==> src/rtl/aibcr3_dcc_dly_cal.sv <==
// DCC delay-line calibration controller: 11-bit successive-approximation search
// with majority-voted phase-detector samples, ending in a locked gray code.
module aibcr3_dcc_dly_cal #(
    parameter int PULSE_W    = 1,
    parameter int SETTLE_CYC = 4,
    parameter int N_SAMPLE   = 3
) (
    input  logic        clk,
    input  logic        rst_n,
    input  logic        cal_en,
    input  logic        pd_early,
    output logic        launch,
    output logic        measure,
    output logic [10:0] gray,
    output logic        dll_lock_reg,
    output logic        cal_busy,
    output logic [10:0] code_bin
);

    typedef enum logic [2:0] {
        IDLE   = 3'd0,
        PULSE  = 3'd1,
        SETTLE = 3'd2,
        SAMPLE = 3'd3,
        DECIDE = 3'd4,
        LOCKED = 3'd5
    } state_t;

    localparam logic [7:0]  PULSE_LAST  = 8'(PULSE_W - 1);
    localparam logic [7:0]  SETTLE_LAST = 8'(SETTLE_CYC - 1);
    localparam logic [2:0]  SMP_LAST    = 3'(N_SAMPLE - 1);
    localparam logic [2:0]  VOTE_HALF   = 3'(N_SAMPLE / 2);
    localparam logic [10:0] FIRST_TRIAL = 11'h400;

    state_t      state_r;
    logic [7:0]  cnt_r;
    logic [2:0]  smp_r;
    logic [2:0]  vote_r;
    logic [3:0]  bit_idx_r;
    logic [10:0] code_bin_r;
    logic [10:0] gray_r;
    logic        launch_r;
    logic        measure_r;
    logic        lock_r;
    logic        busy_r;
    logic        pd_meta_r;
    logic        pd_s_r;
    logic [10:0] trial_mask_s;
    logic        keep_s;
    logic [10:0] decide_code_s;

    function automatic logic [10:0] bin2gray(input logic [10:0] b);
        return b ^ (b >> 1);
    endfunction

    // Two-flop synchronizer for the asynchronous phase-detector output
    always_ff @(posedge clk or negedge rst_n) begin
        if (!rst_n) begin
            pd_meta_r <= 1'b0;
            pd_s_r    <= 1'b0;
        end else begin
            pd_meta_r <= pd_early;
            pd_s_r    <= pd_meta_r;
        end
    end

    // Resolve the current trial bit and load the next one below it
    always_comb begin
        trial_mask_s  = 11'd1 << bit_idx_r;
        keep_s        = (vote_r > VOTE_HALF);
        decide_code_s = code_bin_r;
        if (keep_s) begin
            decide_code_s = code_bin_r;
        end else begin
            decide_code_s = code_bin_r & ~trial_mask_s;
        end
        if (bit_idx_r != 4'd0) begin
            decide_code_s = decide_code_s | (trial_mask_s >> 1);
        end else begin
            decide_code_s = decide_code_s;
        end
    end

    // Search sequencer with registered outputs; dropping cal_en clears everything
    always_ff @(posedge clk or negedge rst_n) begin
        if (!rst_n) begin
            state_r    <= IDLE;
            cnt_r      <= 8'd0;
            smp_r      <= 3'd0;
            vote_r     <= 3'd0;
            bit_idx_r  <= 4'd0;
            code_bin_r <= 11'd0;
            gray_r     <= 11'd0;
            launch_r   <= 1'b0;
            measure_r  <= 1'b0;
            lock_r     <= 1'b0;
            busy_r     <= 1'b0;
        end else if (!cal_en) begin
            state_r    <= IDLE;
            cnt_r      <= 8'd0;
            smp_r      <= 3'd0;
            vote_r     <= 3'd0;
            bit_idx_r  <= 4'd0;
            code_bin_r <= 11'd0;
            gray_r     <= 11'd0;
            launch_r   <= 1'b0;
            measure_r  <= 1'b0;
            lock_r     <= 1'b0;
            busy_r     <= 1'b0;
        end else begin
            case (state_r)
                IDLE: begin
                    state_r    <= PULSE;
                    cnt_r      <= 8'd0;
                    smp_r      <= 3'd0;
                    vote_r     <= 3'd0;
                    bit_idx_r  <= 4'd10;
                    code_bin_r <= FIRST_TRIAL;
                    gray_r     <= bin2gray(FIRST_TRIAL);
                    launch_r   <= 1'b1;
                    measure_r  <= 1'b1;
                    lock_r     <= 1'b0;
                    busy_r     <= 1'b1;
                end
                PULSE: begin
                    if (cnt_r == PULSE_LAST) begin
                        state_r   <= SETTLE;
                        cnt_r     <= 8'd0;
                        launch_r  <= 1'b0;
                        measure_r <= 1'b0;
                    end else begin
                        cnt_r <= cnt_r + 8'd1;
                    end
                end
                SETTLE: begin
                    if (cnt_r == SETTLE_LAST) begin
                        state_r <= SAMPLE;
                        cnt_r   <= 8'd0;
                    end else begin
                        cnt_r <= cnt_r + 8'd1;
                    end
                end
                SAMPLE: begin
                    vote_r <= vote_r + {2'b00, pd_s_r};
                    if (smp_r == SMP_LAST) begin
                        state_r <= DECIDE;
                    end else begin
                        smp_r     <= smp_r + 3'd1;
                        state_r   <= PULSE;
                        launch_r  <= 1'b1;
                        measure_r <= 1'b1;
                    end
                end
                DECIDE: begin
                    code_bin_r <= decide_code_s;
                    gray_r     <= bin2gray(decide_code_s);
                    if (bit_idx_r == 4'd0) begin
                        state_r <= LOCKED;
                        lock_r  <= 1'b1;
                        busy_r  <= 1'b0;
                    end else begin
                        bit_idx_r <= bit_idx_r - 4'd1;
                        vote_r    <= 3'd0;
                        smp_r     <= 3'd0;
                        state_r   <= PULSE;
                        launch_r  <= 1'b1;
                        measure_r <= 1'b1;
                    end
                end
                LOCKED: begin
                    launch_r  <= 1'b0;
                    measure_r <= 1'b0;
                    lock_r    <= 1'b1;
                    busy_r    <= 1'b0;
                end
                default: begin
                    state_r    <= IDLE;
                    cnt_r      <= 8'd0;
                    smp_r      <= 3'd0;
                    vote_r     <= 3'd0;
                    bit_idx_r  <= 4'd0;
                    code_bin_r <= 11'd0;
                    gray_r     <= 11'd0;
                    launch_r   <= 1'b0;
                    measure_r  <= 1'b0;
                    lock_r     <= 1'b0;
                    busy_r     <= 1'b0;
                end
            endcase
        end
    end

    assign launch       = launch_r;
    assign measure      = measure_r;
    assign gray         = gray_r;
    assign code_bin     = code_bin_r;
    assign dll_lock_reg = lock_r;
    assign cal_busy     = busy_r;

endmodule
==> config.mk <==
export PLATFORM = sky130hd
export DESIGN_NAME = aibcr3_dcc_dly_cal
export DESIGN_NICKNAME = d
export VERILOG_FILES = /design/src/rtl/aibcr3_dcc_dly_cal.sv
export SDC_FILE = /design/constraint.sdc
export NUM_CORES = 1
export LEC_CHECK = 0
export CAP_MARGIN = 15
export CORE_ASPECT_RATIO = 0.5
export CORE_UTILIZATION = 56
export CTS_CLUSTER_SIZE = 16
export DETAILED_ROUTE_END_ITERATION = 10
export GPL_TIMING_DRIVEN = 0
export PLACE_DENSITY_LB_ADDON = 0.12
export SYNTH_ARGS = -nofsm -noshare
export SYNTH_HDL_FRONTEND = slang
export SYNTH_SLANG_ARGS = --single-unit
==> constraint.sdc <==
create_clock -name clk -period 2.2 [get_ports clk]
set_input_delay 0.44 -clock clk [delete_from_list [all_inputs] [get_ports clk]]
set_output_delay 0.44 -clock clk [all_outputs]
set_load 0.005 [all_outputs]
==> flow_summary.ini, run 1 <==
[floorplan]
start_util_pct = 59.4
die_area_mm2 = 0.00503
die_h_um = 50.7
core_region_area_mm2 = 0.00447
fp.dieW_um = 99.4
num_rows = 17
ios = 30

[cells_and_area]
final_common_cell = dfrtp_1
area_growth_pct = 19.7
final_cells = 375
fin_nets = 332
drive_gt1_share_pct = 11.3
fillers = 349
largest_reg_flops = 11
antenna_cells = 0
most-common-layout-cells = 47 x dfrtp_1, 32 x nand2_1, 32 x o21ai_0
post-route-util_pct = 71.1

[clock_tree]
htree_levels = 2
cts_tree = yes
clockBufferDepth = 2
clock-sinks = 47
clk_pin_slew_worst_paths_ps = 90
cts_buffers = 5
root_buffer = clkbuf_8
clk_latency_ps = 300
postCtsSetupBuffers = 0

[yosys]
syn_avg_cell_area_um2 = 9.48
syn_area_mm2 = 0.00265
yosysWarnings = 0
synth_nets = 295
syn_inst = 280
ys_seq_area_share_pct = 44.3
synth_seq_cells = 47
ys_types = 47

[power]
swShare_pct = 29.8
p_comb_share_pct = 25.5
p_seq_share_pct = 43.6
pwr-share-clk_pct = 30.9
power_w = 0.00215
p_int_w = 0.00151
power_switching_w = 0.000643
p_leak_nw = 1.41
powerDensity_mw_per_mm2 = 678
vdd_drop_max_uv = 364

[timing]
worst_slew_pin_slew_ps = 588
finalHoldWorstSlack_ps = 132
slew_headroom_pct = 60.8
setup_viol = 0
finClkSkew_ps = 5.02
drv_slew = 0
finalCritPeriodShare_pct = 94.1
rsz0062_at_grt = false
final.min_clock_period_ps = 2070
hold_viol_final = 0
max_freq_mhz = 483

[worst_setup_path]
startpoint_type = register
r2r_slack_ps = 130
worstPathArrival_ps = 2250
rr_endpoint = vote_r[2]
r2r_cells = 8
cp_max_fo = 9
worstSetupEndpoint = vote_r[2]
worstSetupEndpointType = register
startpoint = bit_idx_r[1]
path_class = register to register
reg2reg_from = bit_idx_r[1]
required_ps = 2380

[placement]
numPortBuffers = 29
gp_congestion = 0.871
dpl.hpwl_mm = 4.15
dp_cells = 367

[global_routing]
grt_max_degree = 26
gr-usage-all-layers_pct = 24.4
antenna_found_initial = 0
grt_pass1_vias = 2075
grt_pass1_wl_mm = 9.61
overflow = 0

[drt]
wl_per_cell_um = 15.1
drt_first_pass_iters = 4
postRouteAntennaNets = 0
routed_wl_mm = 5.68
drc = 0
drtIter0Drc = 85
route.vias.total = 2166
vias_per_cell = 5.78

[flow_run]
drv_cap = 0

[worst_hold_path]
hold_path.class = input port to async pin

[run_status]
status = complete, no violations
stage by stage:
step                      setup TNS [ps]  area [µm²]  worst slack, ps
after global placement            -27750        3020             -592
after floorplan                        0        2650              345
after detailed placement               0        3040             11.7
final                                  0        3180              131
after global routing                   0        3180             9.85
after CTS                              0        3160             32.6
cell families (layout without fill, tap and decap cells):
logic type / after synthesis / count (layout) / synth area share (%)
compound gates: 87 / 87 / 22.8
flops: 47 / 47 / 44.3
xor+xnor: 13 / 13 / 4.29
simple gates: 94 / 94 / 17.7
mux: 1 / 1 / 0.424
fa+ha+maj: 11 / 11 / 5.19
buf+inv: 27 / 65 / 5.23
cells in the mapped netlist (all sizes together):
cell      n  area share, %
nor2     18            2.5
o211ai    1           0.47
a21oi    12            2.4
nand2    32            4.5
nor2b     7            1.7
a31oi     1           0.24
a211oi    1           0.47
nand3b    4            1.1
a32o      1           0.38
xor2      5            1.7
o311a     1           0.38
nand4bb   1           0.42
o22ai     1           0.24
or3b      1           0.33
clkbuf    3           0.42
buf      14            3.4
a21o      4            1.1
a22oi     4            1.5
o21ai    35            6.6
a21boi    3           0.85
nor3      1           0.19
o21a      3           0.85
and3      7            1.7
o41ai     1           0.33
mux2      1           0.42
a22o     17            5.6
or3       2           0.47
nor4      1           0.24
nor3b     3           0.85
o32ai     1            1.0
and2      1           0.24
or4       1           0.28
ha       11            5.2
or2       1           0.24
nand2b    3           0.71
xnor2     8            2.6
o31a      1           0.33
nand3    10            1.9
inv      10            1.4
or4b      1           0.38
dfrtp    47             44
what timing repair did:
action | in CTS | in global routing
hold buffers | 0 | 0
resized for setup | 1 | 4
setup endpoints to repair | 1 | 3
pin swaps | 0 | 0
hold endpoints to repair | 0 | 0
layer usage:
metal | vias up | part of all wire (%) | global-route usage (%)
met1 | 1038 | 45 | 31.6
li1 | 1068 | - | -
met4 | 0 | 0 | 5.15
met5 | - | 0 | 0
met2 | 60 | 50 | 42.8
met3 | 0 | 4.8 | 5.01
how the worst min path moves through the flow:
stage | from | endpoint | cells after the start | slack, ps
floorplan | rst_n | bit_idx_r[0] | 0 | 140
global placement | pd_meta_r | pd_s_r | 0 | 330
detailed placement | pd_meta_r | pd_s_r | 0 | 360
CTS | rst_n | code_bin[8] | 1 | 150
global route | rst_n | code_bin[8] | 1 | 170
finish | rst_n | code_bin[8] | 1 | 130
power groups by stage:
stage	registers, W	logic (W)	clock network (W)
after floorplan	0.000952	0.000361	0
after global placement	0.000954	0.000508	0
after detailed placement	0.000956	0.000526	0
after CTS	0.000939	0.000536	0.000677
after global routing	0.000945	0.000613	0.000718
final	0.000939	0.000549	0.000667
cell type report:
cell class / count / area, µm² / share of cell area [%]
plain buffers: 17 / 101 / 3.19
clock buffers: 6 / 82.6 / 2.60
clock inverters: 2 / 35.0 / 1.10
inverters: 10 / 37.5 / 1.18
multi-input cells: 206 / 1360 / 42.8
flip-flops and latches: 47 / 1180 / 37.0
well taps: 57 / 71.3 / 2.24
repair buffers: 30 / 313 / 9.85
worst max-delay path: stages, from the launching register on:
cell	delay, ps
dfrtp_1	430
inv_1	120
ha_1	160
buf_2	200
or3b_4	430
o211ai_4	250
nand2b_1	150
xor2_1	160
nor2_1	60
No activity file was read; power rests on OpenSTA's default activity.
==> inputs of run 2 (changes only) <==
- SKIP_LAST_GASP: not set -> 1
- clock period: 2.2 -> 2.1 ns (I/O delays scaled with it)
==> flow_summary.ini, run 2 (synthesis results as in run 1) <==
[clock_tree]
clk_pin_slew_worst_paths_ps = 90
clockBufferDepth = 2
cts_tree = yes
ctsHoldBuffers = 0
htree_levels = 2
cts_buffers = 5
clock-sinks = 47
clk_latency_ps = 300
root_buffer = clkbuf_8

[cells_and_area]
final_common_cell = dfrtp_1
fin_nets = 333
most-common-layout-cells = 47 x dfrtp_1, 32 x nand2_1, 32 x o21ai_0
post-route-util_pct = 71.1
regArea_mm2 = 0.00118
stdcell_area_mm2 = 0.00318
final_cells = 376
antenna_cells = 0
drive_gt1_share_pct = 11.6
fillers = 347
largest_reg_flops = 11
area_growth_pct = 19.8
multiInputGateArea_mm2 = 0.00135

[power]
vdd_drop_max_uv = 388
p_int_w = 0.00158
pwr-share-clk_pct = 31.2
p_leak_nw = 1.42
p_comb_share_pct = 25.2
power_switching_w = 0.000677
powerDensity_mw_per_mm2 = 710
swShare_pct = 30.0
p_seq_share_pct = 43.6

[floorplan]
die_area_mm2 = 0.00503
num_rows = 17
start_util_pct = 59.4
fp.dieW_um = 99.4
core_region_area_mm2 = 0.00447
ios = 30
die_h_um = 50.7

[timing]
slew_headroom_pct = 60.8
layout_setup_ws_ps = 120
finalCritPeriodShare_pct = 94.3
worst_slew_pin_slew_ps = 588
finalSetupTns_ps = 0
finClkSkew_ps = 5.98
hold_viol_final = 0
rsz0062_at_grt = false
setup_viol = 0
final.min_clock_period_ps = 1980
max_freq_mhz = 505
drv_slew = 0

[placement]
numPortBuffers = 29
dp_cells = 367
pre_cts_slack_ps = -86.2
dpl.hpwl_mm = 4.15
place_area_mm2 = 0.00304
gp_congestion = 0.871

[worst_setup_path]
cp_max_fo = 9
worstPathArrival_ps = 2170
required_ps = 2290
path_class = register to register
startpoint_type = register
worstSetupEndpointType = register

[drt]
drtIter0Drc = 83
drc = 0
drt_first_pass_iters = 4
vias_per_cell = 5.73
routed_wl_mm = 5.70
postRouteAntennaNets = 0
route.vias.total = 2154
wl_per_cell_um = 15.1

[global_routing]
grt_max_degree = 26
grt_pass1_wl_mm = 9.63
grt_pass1_vias = 2076
gr-usage-all-layers_pct = 24.4
overflow = 0
antenna_found_initial = 0

[run_status]
status = complete, no violations

[flow_run]
drv_cap = 0

[worst_hold_path]
hold_path.class = input port to async pin
## run 2: stage by stage
stage	hold slack, ps	total power, W
after global routing	146	0.00238
after CTS	129	0.00226
after global placement	332	0.00153
final	107	0.00226
after detailed placement	356	0.00155
after floorplan	124	0.00138
## run 2: final timing paths
path                                     to          from  cells after the start  slack, ps
worst max-delay path              vote_r[2]  bit_idx_r[1]                      8        120
worst min-delay path            code_bin[8]         rst_n                      1        110
worst max register to register    vote_r[2]  bit_idx_r[1]                      8        120
worst min register to register       pd_s_r     pd_meta_r                      0        380
max in group asynchronous            pd_s_r         rst_n                      2       1470
min in group clk                     pd_s_r     pd_meta_r                      0        380
## run 2: cell type report
cell class	count	share of cell area (%)
clock inverter	2	1.10
clock buffer	6	2.60
buffer	17	3.19
tap	57	2.24
inverter	10	1.18
sequential	47	37.0
multi-input combinational	206	42.6
timing repair buffer	31	10.1
## run 2: power groups by stage
stage	Clock, W	Combinational (W)	Sequential (W)
CTS	0.000709	0.000567	0.000984
global placement	0	0.000532	0.00100
global route	0.000755	0.000634	0.000990
finish	0.000704	0.000568	0.000984
floorplan	0	0.000378	0.000997
detailed placement	0	0.000551	0.00100
## run 2: layer usage
metal  up-vias  routed length, µm  GRT usage [%]
met3         5                236           5.01
met5         -                  0              0
met1      1027               2680           31.6
li1       1066                  -              -
met4         0                 29           5.15
met2        56               2750           42.9
## run 2: what timing repair did
action / 4_1_cts / 5_1_grt
setup buffers: 1 / 0
setup endpoints to repair: 4 / 10
pin swaps: 1 / 0
cloned: 0 / 0
resized for setup: 1 / 3
## run 2: worst max-delay path: stages, from the launching register on
cell and delay (ps):
dfrtp_1 430, inv_1 130, ha_1 160, buf_2 200
or3b_1 420, o211ai_2 190, nand2b_1 140, xor2_1 150
nor2_1 60
==> inputs of run 3 (changes only) <==
- CAP_MARGIN: 15 -> not set
- CORE_MARGIN: not set -> 2
==> flow_summary.ini, run 3 (synthesis results as in run 1) <==
[global_routing]
top_usage_layer = met2
grt_pass1_vias = 2136
gr-usage-all-layers_pct = 24.2
grt_max_degree = 25
grt_use_met2_pct = 41.7
antenna_found_initial = 0
grtUsageMet3_pct = 5.87
grt_use_met1_pct = 29.9
overflow = 0
grt_pass1_wl_mm = 9.83

[floorplan]
die_area_mm2 = 0.00534
start_util_pct = 59.4
ios = 30
fp.dieW_um = 101
num_rows = 17
die_h_um = 52.7
core_region_area_mm2 = 0.00447

[clock_tree]
root_buffer = clkbuf_8
cts_buffers = 5
cts_tree = yes
clk_pin_slew_worst_paths_ps = 90
clockBufferDepth = 2
htree_levels = 2
ctsHoldBuffers = 0
clk_latency_ps = 300
clock-sinks = 47

[worst_setup_path]
worstPathArrival_ps = 2150
cp_slowest_cell = clkdlybuf4s50_1
worstSetupEndpointType = register
path_class = input port to register
cp_max_fo = 10
crit_chain = clkdlybuf4s50_1 > nor2b_1 > nand2_1 > o32ai_4 > buf_6 > a21oi_1 > a31oi_1
required_ps = 2330
slowest_delay_ps = 530
startpoint_type = input port

[cells_and_area]
fin_nets = 333
multiInputGateArea_mm2 = 0.00136
final_common_cell = dfrtp_1
antenna_cells = 0
regArea_mm2 = 0.00118
largest_reg_flops = 11
most-common-layout-cells = 47 x dfrtp_1, 32 x nand2_1, 32 x o21ai_0
drive_gt1_share_pct = 11.9
area_growth_pct = 19.7
fillers = 353
final_cells = 376

[power]
powerDensity_mw_per_mm2 = 710
p_leak_nw = 1.42
vdd_drop_max_uv = 342

[timing]
max_freq_mhz = 519
finalCritPeriodShare_pct = 91.8
slew_headroom_pct = 63.0
setup_viol = 0
drv_slew = 0
final.min_clock_period_ps = 1930
hold_viol_final = 0
finalHoldWorstSlack_ps = 91.0
worst_slew_pin_slew_ps = 556
finClkSkew_ps = 4.24
rsz0062_at_grt = false

[drt]
wl_per_cell_um = 15.3
drt_first_pass_iters = 4
postRouteAntennaNets = 0
routed_wl_mm = 5.76
vias_per_cell = 5.86
drtIter0Drc = 96
route.vias.total = 2204
drc = 0

[placement]
dp_cells = 367
gp_congestion = 0.892
numPortBuffers = 29
dpl.hpwl_mm = 4.16

[worst_hold_path]
hold_path.class = input port to async pin

[run_status]
status = complete, no violations

[flow_run]
drv_cap = 0
==> run 3: changes by cell type in the layout (fill, tap and decap cells not counted) <==
cell	previous run	this run
buf_12	0	1
or3b_1	1	0
buf_2	10	9
buf_16	1	0
clkbuf_4	0	1
or3b_4	0	1
==> run 3: worst paths after layout <==
| path | slack (ps) | startpoint | to | depth (start not counted) |
|---|---|---|---|---|
| worst max-delay path | 170 | cal_en | cnt_r[5] | 7 |
| worst min-delay path | 90 | rst_n | gray[8] | 1 |
| worst max register to register | 180 | bit_idx_r[0] | measure | 8 |
| worst min register to register | 360 | pd_meta_r | pd_s_r | 0 |
| max in group asynchronous | 1480 | rst_n | bit_idx_r[0] | 2 |
| min in group clk | 360 | pd_meta_r | pd_s_r | 0 |
==> run 3: routing by layer <==
metal / wire (µm) / part of all wire (%) / vias to the layer above
li1: - / - / 1068
met1: 2590 / 45 / 1063
met2: 2800 / 49 / 62
met3: 291 / 5.1 / 11
met4: 78 / 1.4 / 0
met5: 0 / 0 / -
==> run 3: cell type report <==
cell class | instances | share of cell area [%]
plain buffers | 17 | 3.27
multi-input cells | 206 | 42.7
flip-flops and latches | 47 | 37.0
inverters | 10 | 1.18
clock inverters | 2 | 1.10
well taps | 57 | 2.25
clock buffers | 6 | 2.60
repair buffers | 31 | 9.85
==> run 3: report_power, final <==
group	switching (W)	leakage, nW	internal [W]
Clock	0.000309	0.0612	0.000385
Sequential	0.0000361	0.640	0.000948
Combinational	0.000325	0.715	0.000251
==> run 3: critical path, delay by kind of cell <==
kind / cells / cell delay (ps)
AO/OA/AOI/OAI: 3 / 530
buffers and inverters: 2 / 720
AND/OR/NAND/NOR: 2 / 470
==> run 3: what timing repair did <==
| action | CTS | global route |
|---|---|---|
| resized for setup | 1 | 5 |
| pin swaps | 1 | 0 |
| cloned | 0 | 0 |
| setup buffers | 1 | 0 |
| setup endpoints to repair | 4 | 11 |
==> run 3: metrics by stage <==
step	cell area, µm²	power (W)	TNS (ps)	setup slack (ps)	utilization, %
floorplan	2650	0.00138	0	245	-
global placement	3020	0.00153	-33470	-712	67.5
detailed placement	3030	0.00155	-444	-82.4	67.8
CTS	3160	0.00226	0	53.7	70.8
global route	3180	0.00239	0	7.41	71.1
finish	3180	0.00226	0	173	71.1
